--- src/rtl/ssd_pkg.sv ---
// Shared constants for the seven-segment scanner: digit limits, blank pattern and hex glyph table.
package ssd_pkg;

  localparam int MAX_DIGITS = 8;
  localparam int IDX_W      = $clog2(MAX_DIGITS);

  typedef logic [IDX_W-1:0] digit_idx_t;

  localparam logic [6:0] SEG_BLANK = 7'h7F;

  // Active-low glyphs, bit order {a,b,c,d,e,f,g}; letters use the A,b,C,d,E,F forms
  localparam logic [6:0] HEX_SEG [16] = '{
    7'h01, 7'h4F, 7'h12, 7'h06, 7'h4C, 7'h24, 7'h20, 7'h0F,
    7'h00, 7'h04, 7'h08, 7'h60, 7'h31, 7'h42, 7'h30, 7'h38
  };

endpackage

--- src/rtl/ssd_scan_ctrl_if.sv ---
// Host-side bus of the seven-segment scanner; blink_mask exists only when SSD_BLINK_EN is defined.
interface ssd_scan_ctrl_if #(
  parameter int NUM_DIGITS = 8,
  parameter int BRIGHT_W   = 3
);

  logic [4*NUM_DIGITS-1:0] digits_in;
  logic [NUM_DIGITS-1:0]   dp_in;
  logic [NUM_DIGITS-1:0]   blank_in;
  logic                    load;
  logic [BRIGHT_W-1:0]     brightness;
`ifdef SSD_BLINK_EN
  logic [NUM_DIGITS-1:0]   blink_mask;
`endif
  logic                    frame_tick;
  logic                    load_busy;

  modport master (
`ifdef SSD_BLINK_EN
    output blink_mask,
`endif
    output digits_in, dp_in, blank_in, load, brightness,
    input  frame_tick, load_busy
  );

  modport slave (
`ifdef SSD_BLINK_EN
    input  blink_mask,
`endif
    input  digits_in, dp_in, blank_in, load, brightness,
    output frame_tick, load_busy
  );

endinterface

--- src/rtl/ssd_hex_decode.sv ---
// Combinational hex nibble to active-low seven-segment pattern.
module ssd_hex_decode
  import ssd_pkg::*;
(
  input  logic [3:0] hex,
  output logic [6:0] seg_n
);

  assign seg_n = HEX_SEG[hex];

endmodule

--- src/rtl/ssd_scan_ctrl.sv ---
// Multiplexed N-digit seven-segment scanner with frame-synchronous double buffering and PWM dimming.
// Per-digit blinking is compiled in only when SSD_BLINK_EN is defined.
module ssd_scan_ctrl
  import ssd_pkg::*;
#(
  parameter int NUM_DIGITS = 8,
  parameter int SCAN_W     = 14,
  parameter int BRIGHT_W   = 3
) (
  input  logic                  board_clk,
  input  logic                  Reset,
  ssd_scan_ctrl_if.slave        bus,
  output logic [NUM_DIGITS-1:0] an_n,
  output logic [6:0]            seg_n,
  output logic                  dp_n
);

  logic [SCAN_W-1:0]       prescaler;
  digit_idx_t              idx;
  logic                    frame_tick_q;
  logic                    load_busy_q;
  logic [4*NUM_DIGITS-1:0] pend_digits;
  logic [4*NUM_DIGITS-1:0] disp_digits;
  logic [NUM_DIGITS-1:0]   pend_dp;
  logic [NUM_DIGITS-1:0]   pend_blank;
  logic [NUM_DIGITS-1:0]   disp_dp;
  logic [NUM_DIGITS-1:0]   disp_blank;
  logic [NUM_DIGITS-1:0]   blink_dark;
  logic                    slot_wrap;
  logic                    frame_wrap;
  logic                    slot_active;
  logic                    lit;
  logic [3:0]              cur_nibble;
  logic [6:0]              dec_seg;
  logic [NUM_DIGITS-1:0]   an_next;
  logic                    dp_next;

  assign slot_wrap  = (prescaler == '1);
  assign frame_wrap = slot_wrap && (idx == digit_idx_t'(NUM_DIGITS - 1));

  always_ff @(posedge board_clk or posedge Reset) begin
    if (Reset) begin
      prescaler    <= '0;
      idx          <= '0;
      frame_tick_q <= 1'b0;
    end else begin
      prescaler    <= prescaler + 1'b1;
      frame_tick_q <= frame_wrap;
      if (slot_wrap) begin
        idx <= frame_wrap ? '0 : idx + 1'b1;
      end
    end
  end

  // frame_tick_q marks the first cycle of a frame; display regs only change at its closing edge
  always_ff @(posedge board_clk or posedge Reset) begin
    if (Reset) begin
      pend_digits <= '0;
      pend_dp     <= '0;
      pend_blank  <= '1;
      disp_digits <= '0;
      disp_dp     <= '0;
      disp_blank  <= '1;
      load_busy_q <= 1'b0;
    end else if (bus.load && frame_tick_q) begin
      disp_digits <= bus.digits_in;
      disp_dp     <= bus.dp_in;
      disp_blank  <= bus.blank_in;
      load_busy_q <= 1'b0;
    end else if (bus.load) begin
      pend_digits <= bus.digits_in;
      pend_dp     <= bus.dp_in;
      pend_blank  <= bus.blank_in;
      load_busy_q <= 1'b1;
    end else if (frame_tick_q && load_busy_q) begin
      disp_digits <= pend_digits;
      disp_dp     <= pend_dp;
      disp_blank  <= pend_blank;
      load_busy_q <= 1'b0;
    end
  end

  assign bus.frame_tick = frame_tick_q;
  assign bus.load_busy  = load_busy_q;

`ifdef SSD_BLINK_EN
  logic [SCAN_W+8:0] blink_cnt;

  always_ff @(posedge board_clk or posedge Reset) begin
    if (Reset) begin
      blink_cnt <= '0;
    end else begin
      blink_cnt <= blink_cnt + 1'b1;
    end
  end

  assign blink_dark = bus.blink_mask & {NUM_DIGITS{blink_cnt[SCAN_W+8]}};
`else
  assign blink_dark = '0;
`endif

  // Prescaler zero is the dead-time cycle that stops ghosting between adjacent digits
  always_comb begin
    slot_active = (prescaler != '0) &&
                  ((&bus.brightness) || (prescaler[SCAN_W-1 -: BRIGHT_W] < bus.brightness));
    cur_nibble  = '0;
    an_next     = '1;
    dp_next     = 1'b1;
    lit         = 1'b0;
    for (int i = 0; i < NUM_DIGITS; i++) begin
      if (idx == digit_idx_t'(i)) begin
        cur_nibble = disp_digits[4*i +: 4];
        if (slot_active && !disp_blank[i] && !blink_dark[i]) begin
          an_next[i] = 1'b0;
          dp_next    = ~disp_dp[i];
          lit        = 1'b1;
        end
      end
    end
  end

  ssd_hex_decode u_hex_decode (
    .hex   (cur_nibble),
    .seg_n (dec_seg)
  );

  always_ff @(posedge board_clk or posedge Reset) begin
    if (Reset) begin
      an_n  <= '1;
      seg_n <= SEG_BLANK;
      dp_n  <= 1'b1;
    end else begin
      an_n  <= an_next;
      seg_n <= lit ? dec_seg : SEG_BLANK;
      dp_n  <= dp_next;
    end
  end

endmodule

--- src/flat_wrapper.sv ---
// flat-port wrapper written by rule: the top's interface ports become plain ports
module ssd_scan_ctrl_flat import ssd_pkg::*;
#(
  parameter int NUM_DIGITS = 8,
  parameter int SCAN_W     = 14,
  parameter int BRIGHT_W   = 3
)
  (board_clk, Reset, an_n, seg_n, dp_n, bus_digits_in, bus_dp_in, bus_blank_in, bus_load, bus_brightness, bus_frame_tick, bus_load_busy);
  ssd_scan_ctrl_if #(.NUM_DIGITS(NUM_DIGITS), .BRIGHT_W(BRIGHT_W)) bus_i ();
  input  logic board_clk;
  input  logic Reset;
  output logic [NUM_DIGITS-1:0] an_n;
  output logic [6:0] seg_n;
  output logic dp_n;
  input wire logic [$bits(bus_i.digits_in)-1:0] bus_digits_in;
  input wire logic [$bits(bus_i.dp_in)-1:0] bus_dp_in;
  input wire logic [$bits(bus_i.blank_in)-1:0] bus_blank_in;
  input wire logic [$bits(bus_i.load)-1:0] bus_load;
  input wire logic [$bits(bus_i.brightness)-1:0] bus_brightness;
  output wire logic [$bits(bus_i.frame_tick)-1:0] bus_frame_tick;
  output wire logic [$bits(bus_i.load_busy)-1:0] bus_load_busy;
  assign bus_i.digits_in = bus_digits_in;
  assign bus_i.dp_in = bus_dp_in;
  assign bus_i.blank_in = bus_blank_in;
  assign bus_i.load = bus_load;
  assign bus_i.brightness = bus_brightness;
  assign bus_frame_tick = bus_i.frame_tick;
  assign bus_load_busy = bus_i.load_busy;
  ssd_scan_ctrl #(.NUM_DIGITS(NUM_DIGITS), .SCAN_W(SCAN_W), .BRIGHT_W(BRIGHT_W)) u_core (.board_clk(board_clk), .Reset(Reset), .bus(bus_i), .an_n(an_n), .seg_n(seg_n), .dp_n(dp_n));
endmodule
--- config.mk ---
export PLATFORM = sky130hd
export DESIGN_NAME = ssd_scan_ctrl_flat
export DESIGN_NICKNAME = d
export VERILOG_FILES = /design/src/rtl/ssd_pkg.sv /design/src/rtl/ssd_scan_ctrl_if.sv /design/src/rtl/ssd_hex_decode.sv /design/src/rtl/ssd_scan_ctrl.sv /design/src/flat_wrapper.sv
export SDC_FILE = /design/constraint.sdc
export NUM_CORES = 1
export LEC_CHECK = 0
export ABC_AREA = 1
export CORE_ASPECT_RATIO = 2
export CORE_MARGIN = 5
export CORE_UTILIZATION = 25
export DETAILED_ROUTE_END_ITERATION = 10
export PLACE_DENSITY_LB_ADDON = 0.3
export SYNTH_ARGS = -nofsm -noshare
export SYNTH_HDL_FRONTEND = slang
export SYNTH_SLANG_ARGS = --single-unit
--- constraint.sdc ---
create_clock -name board_clk -period 10.7 [get_ports board_clk]
set_input_delay 1.605 -clock board_clk [delete_from_list [all_inputs] [get_ports board_clk]]
set_output_delay 1.605 -clock board_clk [all_outputs]
set_load 0.05 [all_outputs]
# --- After elaboration in Yosys (flattened, before gate mapping) ---
# Memory sizes are Yosys's and may differ from the RTL's.
# Cells that the tools add are included.
word_totals:
  ff_bits: 131
  rom_bits: 112
  in_bits: 54
  out_inout_bits: 18
  n_memories: 1
classes:
  addsub: 2
  magnitude_cmp: 2
  eq_ne: 9
  muxes: 72
  bitwise_logic: 10
  n_reduce_logical: 28
memory_table:
  columns: ["memory", "depth", "word_bits", "read_ports", "rd_ports_with_merged_regs", "write_ports", "line", "text"]
  rows:
  - ["(name not given)", 16, 7, 1, 0, 0, "ssd_hex_decode.sv:9", "assign seg_n = HEX_SEG[hex];"]
ops:
  columns: ["operator", "n"]
  rows:
  - ["$mux 32", 3]
  - ["$mux 1", 51]
  - ["$mux 8", 6]
  - ["$mux 4", 8]
  - ["$mux 7", 3]
  - ["$add 14x1->14 const B", 1]
  - ["$eq 14x14->1 const B", 1]
  - ["$reduce_bool 14->1", 1]
  - ["$eq 3x3->1 const B", 4]
  - ["$logic_and 1x1->1", 12]
  - ["$not 1->1", 9]
  - ["$logic_not 1->1", 8]
  - ["$eq 3x2->1 const B", 2]
  - ["$ge 5x5->1 const B", 1]
  - ["$not 4->5", 1]
  - ["$reduce_and 2->1", 2]
  - ["$add 3x1->3 const B", 1]
  - ["$eq 3x1->1 const B", 1]
  - ["$logic_not 3->1", 1]
  - ["$lt 3x3->1", 1]
  - ["$mux 3", 1]
  - ["$reduce_and 3->1", 1]
  - ["$reduce_bool 3->1", 1]
  - ["$ne 2x1->1 const B", 1]
  - ["2 further kinds", 2]

# --- Longest topological paths before layout ---
# Gate-level depths: netlist (run 1).
depth:
  depth_word: 21
  mapped_depth: 18
  mapped_depth_nobuf: 18

# --- Cells and area by module ---
# Synthesis (run 1) repeated with hierarchy kept, for this count alone.
hier_totals:
  hier_cells: 712
  hier_area_um2: 6371.1
by_module_without_submodules:
  columns: ["module", "instances", "cells_each", "area_per_inst_um2", "seq_area_each_um2"]
  rows:
  - ["ssd_scan_ctrl", 1, 663, 6097.1, 3318.2]
  - ["ssd_hex_decode", 1, 49, 274.0, 0.0]

# --- Worst setup path after synthesis (run 1) ---
# No wires, ideal clock.
synth_path:
  path_kind: "input to register"
  start: "input bus_brightness[2]"
  end: "register u_core.seg_n[4]"
  setup_time_ps: 90
  t_arrival_ps: 2915
  slack_ps: 7695
  stages: 12
  n_path_buf: 0
  path_cell_list: "inv_1 > ha_1 > a21oi_1 > nand2_1 > nand2_1 > nand2_2 > nor3_1 > nor2_1 > nand3_1 > nor2_1 > inv_1 > o211ai_1"
synth_between:
  elab_chain_cells: 21
  word_cells_on_any_way: 29
  classes_between: "order compare: 1; mux: 17; reduce/logical: 11"
synth_lines:
  columns: ["element", "line", "text"]
  rows:
  - ["start, declared", "flat_wrapper.sv:19", "input wire logic [$bits(bus_i.brightness)-1:0] bus_brightness;"]
  - ["$lt 3x3->1 / $reduce_and 3->1 (equally long branches)", "ssd_scan_ctrl.sv:105", "((&bus.brightness) || (prescaler[SCAN_W-1 -: BRIGHT_W] < bus.brightness));"]
  - ["$logic_or 1x1->1 *", "ssd_scan_ctrl.sv:105", null]
  - ["$logic_and 1x1->1 *", "ssd_scan_ctrl.sv:104", "slot_active = (prescaler != '0) &&"]
  - ["$logic_and 1x1->1", "ssd_scan_ctrl.sv:113", "if (slot_active && !disp_blank[i] && !blink_dark[i]) begin"]
  - ["$mux 1", "ssd_scan_ctrl.sv:113", null]
  - ["$mux 1", "ssd_scan_ctrl.sv:111", "if (idx == digit_idx_t'(i)) begin"]
  - ["$mux 1", "ssd_scan_ctrl.sv:113", null]
  - ["$mux 1", "ssd_scan_ctrl.sv:111", null]
  - ["[... 5 more ...]", null, null]
  - ["$mux 1", "ssd_scan_ctrl.sv:111", null]
  - ["$mux 1", "ssd_scan_ctrl.sv:113", null]
  - ["$mux 1", "ssd_scan_ctrl.sv:111", null]
  - ["$mux 1", "ssd_scan_ctrl.sv:113", null]
  - ["$mux 1", "ssd_scan_ctrl.sv:111", null]
  - ["$mux 1", "ssd_scan_ctrl.sv:113", null]
  - ["$mux 1 *", "ssd_scan_ctrl.sv:111", null]
  - ["$mux 7 *", "ssd_scan_ctrl.sv:134", "seg_n <= lit ? dec_seg : SEG_BLANK;"]
  - ["end signal, assigned", "ssd_scan_ctrl.sv:134", null]
  - ["end, declared", "ssd_scan_ctrl.sv:14", "output logic [6:0] seg_n,"]
# Every way passes the cells marked *; elsewhere a longest branch is shown, timed or not.
# A chain may end at the register's enable or synchronous reset.

# --- Worst setup path in the final report (run 1) ---
layout_path:
  start: "input bus_load"
  end: "register u_core.disp_digits[8]"
layout_between:
  elab_chain_cells: 3
  word_cells_on_any_way: 5
  classes_between: "eq/ne: 1; mux: 1; reduce/logical: 3"
layout_lines:
  columns: ["element", "line", "text"]
  rows:
  - ["start, declared", "flat_wrapper.sv:18", "input wire logic [$bits(bus_i.load)-1:0] bus_load;"]
  - ["$logic_and 1x1->1", "ssd_scan_ctrl.sv:65", "end else if (bus.load && frame_tick_q) begin"]
  - ["$ne 2x1->1 (no line) / $reduce_bool 2->1 (equally long branches)", null, null]
  - ["$reduce_and 2->1 (no line)", null, null]
  - ["end signal, assigned", "ssd_scan_ctrl.sv:66", "disp_digits <= bus.digits_in;"]
  - ["end signal, assigned", "ssd_scan_ctrl.sv:76", "disp_digits <= pend_digits;"]
  - ["end, declared", "ssd_scan_ctrl.sv:23", "logic [4*NUM_DIGITS-1:0] disp_digits;"]
# Several ways; a longest one is shown, not always the timed one.

==> run summary, run 1 <==
Final Hold Fails - 0
Critical Path AT - 3.96 ns
Top cell type's share of synthesized area - 39.2%
Startpoint types - input port
Insertion delay to the later sink of the worst-skew pair - 0.42 ns
Pin count of the biggest net entering global routing - 78
Total power - 0.00117 W
Vias in the first global route - 5222
Slew HR - 40.2%
Synth top area cells - dfrtp_1 (39%), dfstp_2 (13%), inv_1 (6.8%), nand2_1 (5.8%), a21oi_1 (5.2%)
Met3 wire len - 419 um
Register area share after synthesis - 52.6%
# port buffers - 71
Clk sink count - 131
DP HPWL - 12100 um
Die ar. - 28700 um^2
H-Tree Depth - 4
CP Data Required Time - 11.00 ns
Final Max Tran Viols - 0
Antenna violations before repair - 0
Max Used Layer - met4
Row Count - 82
Net count after synthesis - 778
Peak supply drop - 0.000102 V
Starting density of the core - 25.2%
Post-synth EDFFs - 0
Layout cells sized above 1 - 13.4%
1st-pass router iterations - 4
Post-layout util - 31.6%
Setup TNS - 0 ns
Ys async rst share - 100%
Max clock buf depth - 2
Cells after synthesis - 708
Post-layout nets - 843
Total grt overflow - 0
Clock skew - 0.00711 ns
Outcome - completed
Die Span Y - 235 um
RSZ-0062 raised after global routing - false
Post-synthesis cell area - 6310 um^2
Post-route DRC - 0
Flop2flop setup slack - 8.01 ns
Area delta synth->final - 25.4%
Avg Cell Area, Syn - 8.92 um^2
Ys Warns - 0
Critical path class - in -> reg
Wire length on met2 - 9450 um
WL met1 - 6150 um
DR vias - 4903
Reg2reg start - u_core.idx[1]$_DFFE_PP0N_
CTS tree - built
Max cap viols - 0
Seq cells post-synth - 131
PwrDens - 148 nW/um^2
Fmax - 273 MHz
Hold Crit Class - reg -> reg
PostCTS Resize Cnt - 0
Via/cell ratio - 4.37
Initial drt markers - 190
CP Max Fanout - 77
Global-route wire length before repair - 26900 um
Routed Antenna Nets - 0
Worst-path clk slew - 0.06 ns
FF-to-FF path depth - 15
Post-CTS Setup Bufs - 0
GRT Overall Usage - 12.2%
Actual slew at the worst max-slew pin - 0.897 ns
Finish-stage setup viols - 0
Worst reg2reg endpoint - u_core.seg_n[3]$_DFF_PP1_
Most used DFF post-synth - dfrtp_1
Count leader, synth - inv_1
Leak - 3.55 nW
Worst hold path endpoint - u_core.pend_blank[6]$_DFFE_PP1P_
Fin crit period - 3.66 ns
HP Start - u_core.pend_blank[6]$_DFFE_PP1P_
CTS buffer count - 17
Post-synth top area cell - dfrtp_1
Total Wirelength - 16600 um
Root Driver - clkbuf_16
Hold Buf Count CTS - 0
Hold path depth - 2
ANT cells - 0
Yosys cell types - 34
Routability cong. - 0.795
Synth cell count leaders - inv_1 (114), dfrtp_1 (99), nand2_1 (97), a21oi_1 (65), o21ai_0 (58)
WL/cell - 14.8 um
Die Wd - 122 um
Top Ports - 72
Period utilization - 34.2%
Hold Slack - 0.471 ns
Crit end category - flip-flop
CORE AREA - 25000 um^2
-- metrics by stage --
| step | cell area [um^2] | std cells | setup slack (ns) |
|---|---|---|---|
| CTS | 7910 | 1122 | 7.05 |
| finish | 7910 | 1122 | 7.04 |
| global placement | 7380 | 1090 | 6.66 |
| detailed placement | 7380 | 1090 | 6.60 |
| global route | 7910 | 1122 | 6.91 |
| floorplan | 6310 | 708 | 5.65 |
-- cell families after synthesis --
logic type / Yosys count / synth area share, %
compound gates: 178 / 15.8
xor+xnor: 10 / 1.39
fa+ha+maj: 16 / 3.17
buf+inv: 148 / 9.00
flops: 131 / 52.6
mux: 25 / 4.46
simple gates: 200 / 13.6
-- cell usage in the layout (no fill, tap or decap), types with 3 or more instances in the layout --
cell type,synthesis,layout
nand2_2,3,4
dfrtp_1,99,99
o22ai_1,24,24
nand3_1,36,36
dfstp_2,32,32
ha_1,16,16
clkbuf_16,0,17
clkbuf_1,20,7
buf_4,0,6
mux2_2,25,25
clkdlybuf4s50_1,0,71
nor2_1,46,46
nor3_1,5,5
nand2_1,97,96
xor2_1,8,8
nand4_1,4,4
o211ai_1,24,24
inv_2,3,3
o21ai_0,58,58
clkinv_2,0,4
a21oi_1,65,64
inv_1,114,113
-- power breakdown --
group          internal [W]  switching [W]
sequential         0.000524      0.0000106
combinational     0.0000455      0.0000603
clock              0.000330       0.000204
-- per-layer routing --
layer	vias up	global-route usage (%)
li1	2455	-
met1	2350	12.2
met2	70	23.1
met3	28	2.50
met4	0	5.98
met5	-	0
-- worst max-delay path by stage --
stage               startpoint                                end  slack, ns  cells after the start
CTS                   bus_load  u_core.disp_digits[8]$_DFFE_PP0P_       7.05                      6
finish                bus_load  u_core.disp_digits[8]$_DFFE_PP0P_       7.04                      6
detailed placement    bus_load  u_core.disp_digits[8]$_DFFE_PP0P_       6.60                      6
global route          bus_load  u_core.disp_digits[8]$_DFFE_PP0P_       6.91                      6
global placement      bus_load  u_core.disp_digits[8]$_DFFE_PP0P_       6.66                      6
floorplan                Reset    u_core.bus.frame_tick$_DFF_PP0_       5.65                      1
-- layout make-up --
class | instances | area [um^2]
sequential | 131 | 3320
inverter | 117 | 442
timing repair buffer | 77 | 756
fill | 2678 | 17100
tap | 336 | 420
clock inverter | 6 | 57.6
multi-input combinational | 429 | 2440
clock buffer | 26 | 479
-- flip-flops by register name (all words and copies together), names as in the netlist --
signal                 flops
u_core.an_n                8
u_core.bus.frame_tick      1
u_core.bus.load_busy       1
u_core.disp_blank          8
u_core.disp_digits        32
u_core.disp_dp             8
u_core.dp_n                1
u_core.idx                 3
u_core.pend_blank          8
u_core.pend_digits        32
u_core.pend_dp             8
u_core.prescaler          14
u_core.seg_n               7
-- worst max-delay path, stage by stage --
cell	delay (ns)
clkdlybuf4s50_1	0.47
buf_4	0.30
inv_1	0.14
a21oi_4	0.37
buf_4	0.63
mux2_2	0.41
(Power assumes the default switching activity.)
==> run 2, diff against run 1 <==
- clock period: 10.7 -> 3.35 ns (I/O delays scaled with it)
==> run 2 against run 1 <==
Effect of this change: die area stayed put; wire length hardly changed; first-iteration DRC count is 22% higher; global-route usage hardly changed; core utilization is 0.40 points higher; sequential power grew to 3.2 times the previous value; total power grew to 3.2 times the previous value; setup slack worse by 6.1 ns; register-to-register slack worse by 7.1 ns; sequential share of layout area is 0.52 points lower; cell count is 0.45% higher; count of clock-buffer cells in the layout is 3 higher.
==> run summary, run 2 (synthesized netlist as in run 1, its figures left out) <==
Reg2reg start - u_core.idx[1]$_DFFE_PP0N_
PostCTS Resize Cnt - 0
CP Launch Point - u_core.idx[1]$_DFFE_PP0N_
Root Driver - clkbuf_16
ANT cells - 0
Final Max Tran Viols - 0
GRT Overall Usage - 12.2%
Global-route wire length before repair - 27000 um
Hold Slack - 0.469 ns
Fmax - 406 MHz
H-Tree Depth - 4
Max Used Layer - met4
Setup TNS - 0 ns
Worst reg2reg endpoint - u_core.seg_n[0]$_DFF_PP1_
DP HPWL - 12300 um
FF-to-FF path depth - 16
DR vias - 4927
Post-CTS Setup Bufs - 0
WL met1 - 6110 um
Slew HR - 49.5%
Top Ports - 72
Die ar. - 28700 um^2
Most common cell after layout, fill and taps aside - inv_1
Multi-input combinational cell area - 2440 um^2
Starting density of the core - 25.2%
Outcome - completed
PwrDens - 475 nW/um^2
Routed Antenna Nets - 0
CORE AREA - 25000 um^2
Via/cell ratio - 4.37
Flop2flop setup slack - 0.89 ns
Clock skew - 0.0123 ns
RSZ-0062 raised after global routing - false
Fin cells - 1127
Startpoint types - flip-flop
Post-layout nets - 848
Routability cong. - 0.829
Comb pwr share - 9.1%
Setup WS post-layout - 0.888 ns
Area delta synth->final - 26.9%
Total power - 0.00380 W
Layout cells sized above 1 - 13.9%
Commonest cells after routing, fill and taps aside - inv_1 (113), dfrtp_1 (99), nand2_1 (96)
Post-route DRC - 0
Die Wd - 122 um
Vias in the first global route - 5225
Leak - 3.59 nW
CP Data Required Time - 3.68 ns
Critical path class - reg -> reg
# port buffers - 71
Hold Buf Count CTS - 0
Total Wirelength - 16600 um
Clock Power Share - 46.1%
Register area - 3320 um^2
Total grt overflow - 0
Met3 wire len - 531 um
Setup Slack @ Placement - 0.542 ns
CTS buffer count - 17
Initial drt markers - 232
Die Span Y - 235 um
Max cap viols - 0
CP Capture Point - u_core.seg_n[0]$_DFF_PP1_
Crit end category - flip-flop
Wire length on met2 - 9290 um
Insertion delay to the later sink of the worst-skew pair - 0.42 ns
Max clock buf depth - 2
Clk sink count - 131
Fin crit period - 2.46 ns
Net Sw Frac - 23.3%
Worst-path clk slew - 0.06 ns
Antenna violations before repair - 0
Peak supply drop - 0.000324 V
CP Max Fanout - 7
1st-pass router iterations - 4
Seq pwr share - 44.8%
CTS tree - built
P_sw - 0.000885 W
Row Count - 82
WL/cell - 14.7 um
Final Hold Fails - 0
Finish-stage setup viols - 0
Largest registers - u_core.disp_digits (32), u_core.pend_digits (32), u_core.prescaler (14)
Cells after DPL - 1095
Pin count of the biggest net entering global routing - 67
Fillers - 2693
Hold Crit Class - reg -> reg
Actual slew at the worst max-slew pin - 0.755 ns
Period utilization - 73.5%
Critical Path AT - 2.79 ns
Hold path depth - 2
Internal power - 0.00292 W
-- run 2: worst min path at each step --
stage | to | slack, ns | from
2_1_floorplan | u_core.prescaler[0]$_DFF_PP0_ | 0.44 | u_core.prescaler[0]$_DFF_PP0_
3_3_place_gp | u_core.prescaler[0]$_DFF_PP0_ | 0.46 | u_core.prescaler[0]$_DFF_PP0_
3_5_place_dp | u_core.pend_blank[2]$_DFFE_PP1P_ | 0.46 | u_core.pend_blank[2]$_DFFE_PP1P_
4_1_cts | u_core.pend_blank[3]$_DFFE_PP1P_ | 0.47 | u_core.pend_blank[3]$_DFFE_PP1P_
5_1_grt | u_core.pend_blank[5]$_DFFE_PP1P_ | 0.50 | u_core.pend_blank[5]$_DFFE_PP1P_
6_report | u_core.pend_blank[2]$_DFFE_PP1P_ | 0.47 | u_core.pend_blank[2]$_DFFE_PP1P_
-- run 2: area by class of cell --
| class | instances | area share (%) |
|---|---|---|
| inverters | 117 | 5.53 |
| repair buffers | 82 | 10.4 |
| clock buffers | 29 | 6.78 |
| clock inverters | 3 | 0.219 |
| flip-flops and latches | 131 | 41.4 |
| multi-input cells | 429 | 30.4 |
| well taps | 336 | 5.25 |
-- run 2: metal layers --
layer	vias to the layer above	global-route usage, %
li1	2465	-
met1	2342	12.3
met2	90	22.7
met3	30	2.74
met4	0	6.46
met5	-	0
-- run 2: critical path, stage by stage (launching register included) --
cell and delay [ns]:
dfrtp_1 0.41, ha_1 0.23, ha_1 0.22, inv_1 0.22, o21ai_0 0.12, inv_1 0.06, nand2_1 0.05, nand2_1 0.06
nand2_1 0.07, a21boi_1 0.17, buf_4 0.18, inv_1 0.07, ha_1 0.19, nand2_1 0.11, nand2_1 0.06, nand2_1 0.06
nand3_1 0.08
-- run 2: power by group through the flow --
stage / clock network, W / registers (W) / logic [W]
finish: 0.00175 / 0.00170 / 0.000346
global route: 0.00187 / 0.00171 / 0.000389
CTS: 0.00181 / 0.00170 / 0.000354
detailed placement: 0 / 0.00173 / 0.000352
global placement: 0 / 0.00173 / 0.000350
floorplan: 0 / 0.00174 / 0.000183
-- run 2: metrics by stage --
stage	utilization (%)	cell area [um^2]
floorplan	-	6320
global route	32.0	8010
finish	32.0	8010
detailed placement	29.8	7450
global placement	29.8	7450
CTS	32.0	8010
==> run 3, diff against run 2 <==
- clock period: 3.35 -> 2.09 ns (I/O delays scaled with it)
==> run 3 against run 2 <==
Effect of this change: the run now ends with setup timing left; hold slack got worse by 0.15 ns; register-to-register slack worse by 0.96 ns; first-iteration DRC count decreased by 27%; setup slack got worse by 0.96 ns; via count is 4.7% higher; non-clock buffer count up 61; cell count up 5.4%; maximum frequency rose by 14%; cell area is 11% higher; wire length rose by 4.5%; critical endpoint is now u_core.seg_n[3]$_DFF_PP1_; largest cell class unchanged.
==> run summary, run 3 (synthesized netlist as in run 1, its figures left out) <==
Routability cong. - 0.794
Initial drt markers - 169
Commonest cells after routing, fill and taps aside - inv_1 (105), dfrtp_1 (97), nand2_1 (88)
Internal power - 0.00495 W
Worst-path clk slew - 0.06 ns
Met3 wire len - 530 um
Setup Slack @ Placement - -0.385 ns
Wire length on met2 - 9920 um
Pin count of the biggest net entering global routing - 49
Row Count - 82
Startpoint types - flip-flop
Hold Crit Class - in -> async
Final Hold Fails - 0
Fin crit period - 2.16 ns
Net Sw Frac - 23.1%
Most common cell after layout, fill and taps aside - inv_1
Clock skew - 0.00824 ns
Starting density of the core - 25.2%
Antenna violations before repair - 0
Post-layout util - 35.6%
Top Ports - 72
DR vias - 5161
Vias in the first global route - 5383
Fmax - 462 MHz
Period utilization - 104%
Outcome - finished with violations
CP Cell Sequence - ha_4 -> buf_4 -> ha_1 -> nand2_1 -> a21boi_4 -> ha_2 -> nand3_2 -> nand2_1 -> nand2_1 -> nand3_2
Critical path class - reg -> reg
Max Used Layer - met4
Area delta synth->final - 41.1%
Via/cell ratio - 4.34
Die Wd - 122 um
Leak - 4.01 nW
Area after DPL - 7960 um^2
Peak supply drop - 0.000596 V
CP Data Required Time - 2.46 ns
Largest registers - u_core.disp_digits (32), u_core.pend_digits (32), u_core.prescaler (14)
PwrDens - 723 nW/um^2
Total Wirelength - 17300 um
Finish-stage setup viols - 6
DP HPWL - 12800 um
Die Span Y - 235 um
Global-route wire length before repair - 27800 um
Crit end category - flip-flop
Setup WS post-layout - -0.0734 ns
WL/cell - 14.6 um
Max clock buf depth - 2
Die ar. - 28700 um^2
CORE AREA - 25000 um^2
Post-route DRC - 0
WL met1 - 6560 um
P_sw - 0.00149 W
Clk sink count - 131
Total grt overflow - 0
Post-layout nets - 909
Layout cells sized above 1 - 25.8%
Comb pwr share - 9.4%
GRT Overall Usage - 12.6%
Slowest CP cell - dfrtp_2
CTS tree - built
H-Tree Depth - 4
Reg2reg start - u_core.idx[1]$_DFFE_PP0N_
Root Driver - clkbuf_16
CP Max Fanout - 7
ANT cells - 0
FF-to-FF path depth - 10
Insertion delay to the later sink of the worst-skew pair - 0.43 ns
Hold Slack - 0.321 ns
Flop2flop setup slack - -0.07 ns
Critical Path AT - 2.54 ns
Seq pwr share - 42.4%
Clock Power Share - 48.1%
Final instance area - 8900 um^2
CP most frequent cell - nand2_1
RSZ-0062 raised after global routing - true
Final Max Tran Viols - 0
# port buffers - 71
1st-pass router iterations - 4
Slowest stage delay, CP - 0.47 ns
Failing checks - setup timing
CTS buffer count - 17
Max cap viols - 0
Actual slew at the worst max-slew pin - 0.627 ns
Routed Antenna Nets - 0
Worst reg2reg endpoint - u_core.seg_n[3]$_DFF_PP1_
Slew HR - 58.1%
## run 3: worst max-delay path by stage
stage / cells past startpoint / end / from
6_report: 10 / u_core.seg_n[3]$_DFF_PP1_ / u_core.idx[1]$_DFFE_PP0N_
3_3_place_gp: 13 / u_core.seg_n[4]$_DFF_PP1_ / bus_brightness[2]
3_5_place_dp: 13 / u_core.seg_n[4]$_DFF_PP1_ / bus_brightness[2]
4_1_cts: 14 / u_core.seg_n[3]$_DFF_PP1_ / u_core.idx[0]$_DFFE_PP0N_
5_1_grt: 18 / u_core.seg_n[3]$_DFF_PP1_ / u_core.idx[1]$_DFFE_PP0N_
2_1_floorplan: 15 / u_core.seg_n[3]$_DFF_PP1_ / u_core.idx[0]$_DFFE_PP0N_
## run 3: power by group through the flow
stage                     combinational [W]  clock, W  sequential (W)
after floorplan                    0.000293         0         0.00280
after global placement             0.000591         0         0.00277
after detailed placement           0.000598         0         0.00278
after CTS                          0.000614   0.00317         0.00273
after global routing               0.000677   0.00327         0.00275
final                              0.000608   0.00310         0.00273
## run 3: area by class of cell
cell class | instances | area (um^2)
Clock inverter | 10 | 130
Timing Repair Buffer | 143 | 1410
Fill cell | 2605 | 16100
Inverter | 117 | 453
Sequential cell | 131 | 3320
Tap cell | 336 | 420
Clock buffer | 22 | 484
Multi-Input combinational cell | 429 | 2690
## run 3: per-stage QoR
stage	std cells	TNS, ns	total power (W)
after floorplan	708	0	0.00309
after global placement	1148	-2.33	0.00336
after detailed placement	1148	-2.98	0.00337
after CTS	1185	-0.256	0.00651
after global routing	1188	-1.12	0.00669
final	1188	-0.251	0.00644
## run 3: critical path, delay by kind of cell (launching register included)
kind            cells  cell delay, ns
compound gates      1            0.31
flops               1            0.47
fa+ha+maj           3            0.70
simple gates        5            0.49
buf+inv             1            0.12
## run 3: repair_timing
action / CTS / global route
gates resized for setup: 56 / 25
hold buffers: 0 / 0
buffers inserted: 6 / 3
endpoints found under the setup margin: 17 / 13
pin swaps: 14 / 19
## run 3: routing by layer
metal / global-route usage (%) / vias up
li1: - / 2585
met1: 13.1 / 2488
met2: 23.6 / 69
met3: 3.13 / 19
met4: 4.76 / 0
met5: 0 / -
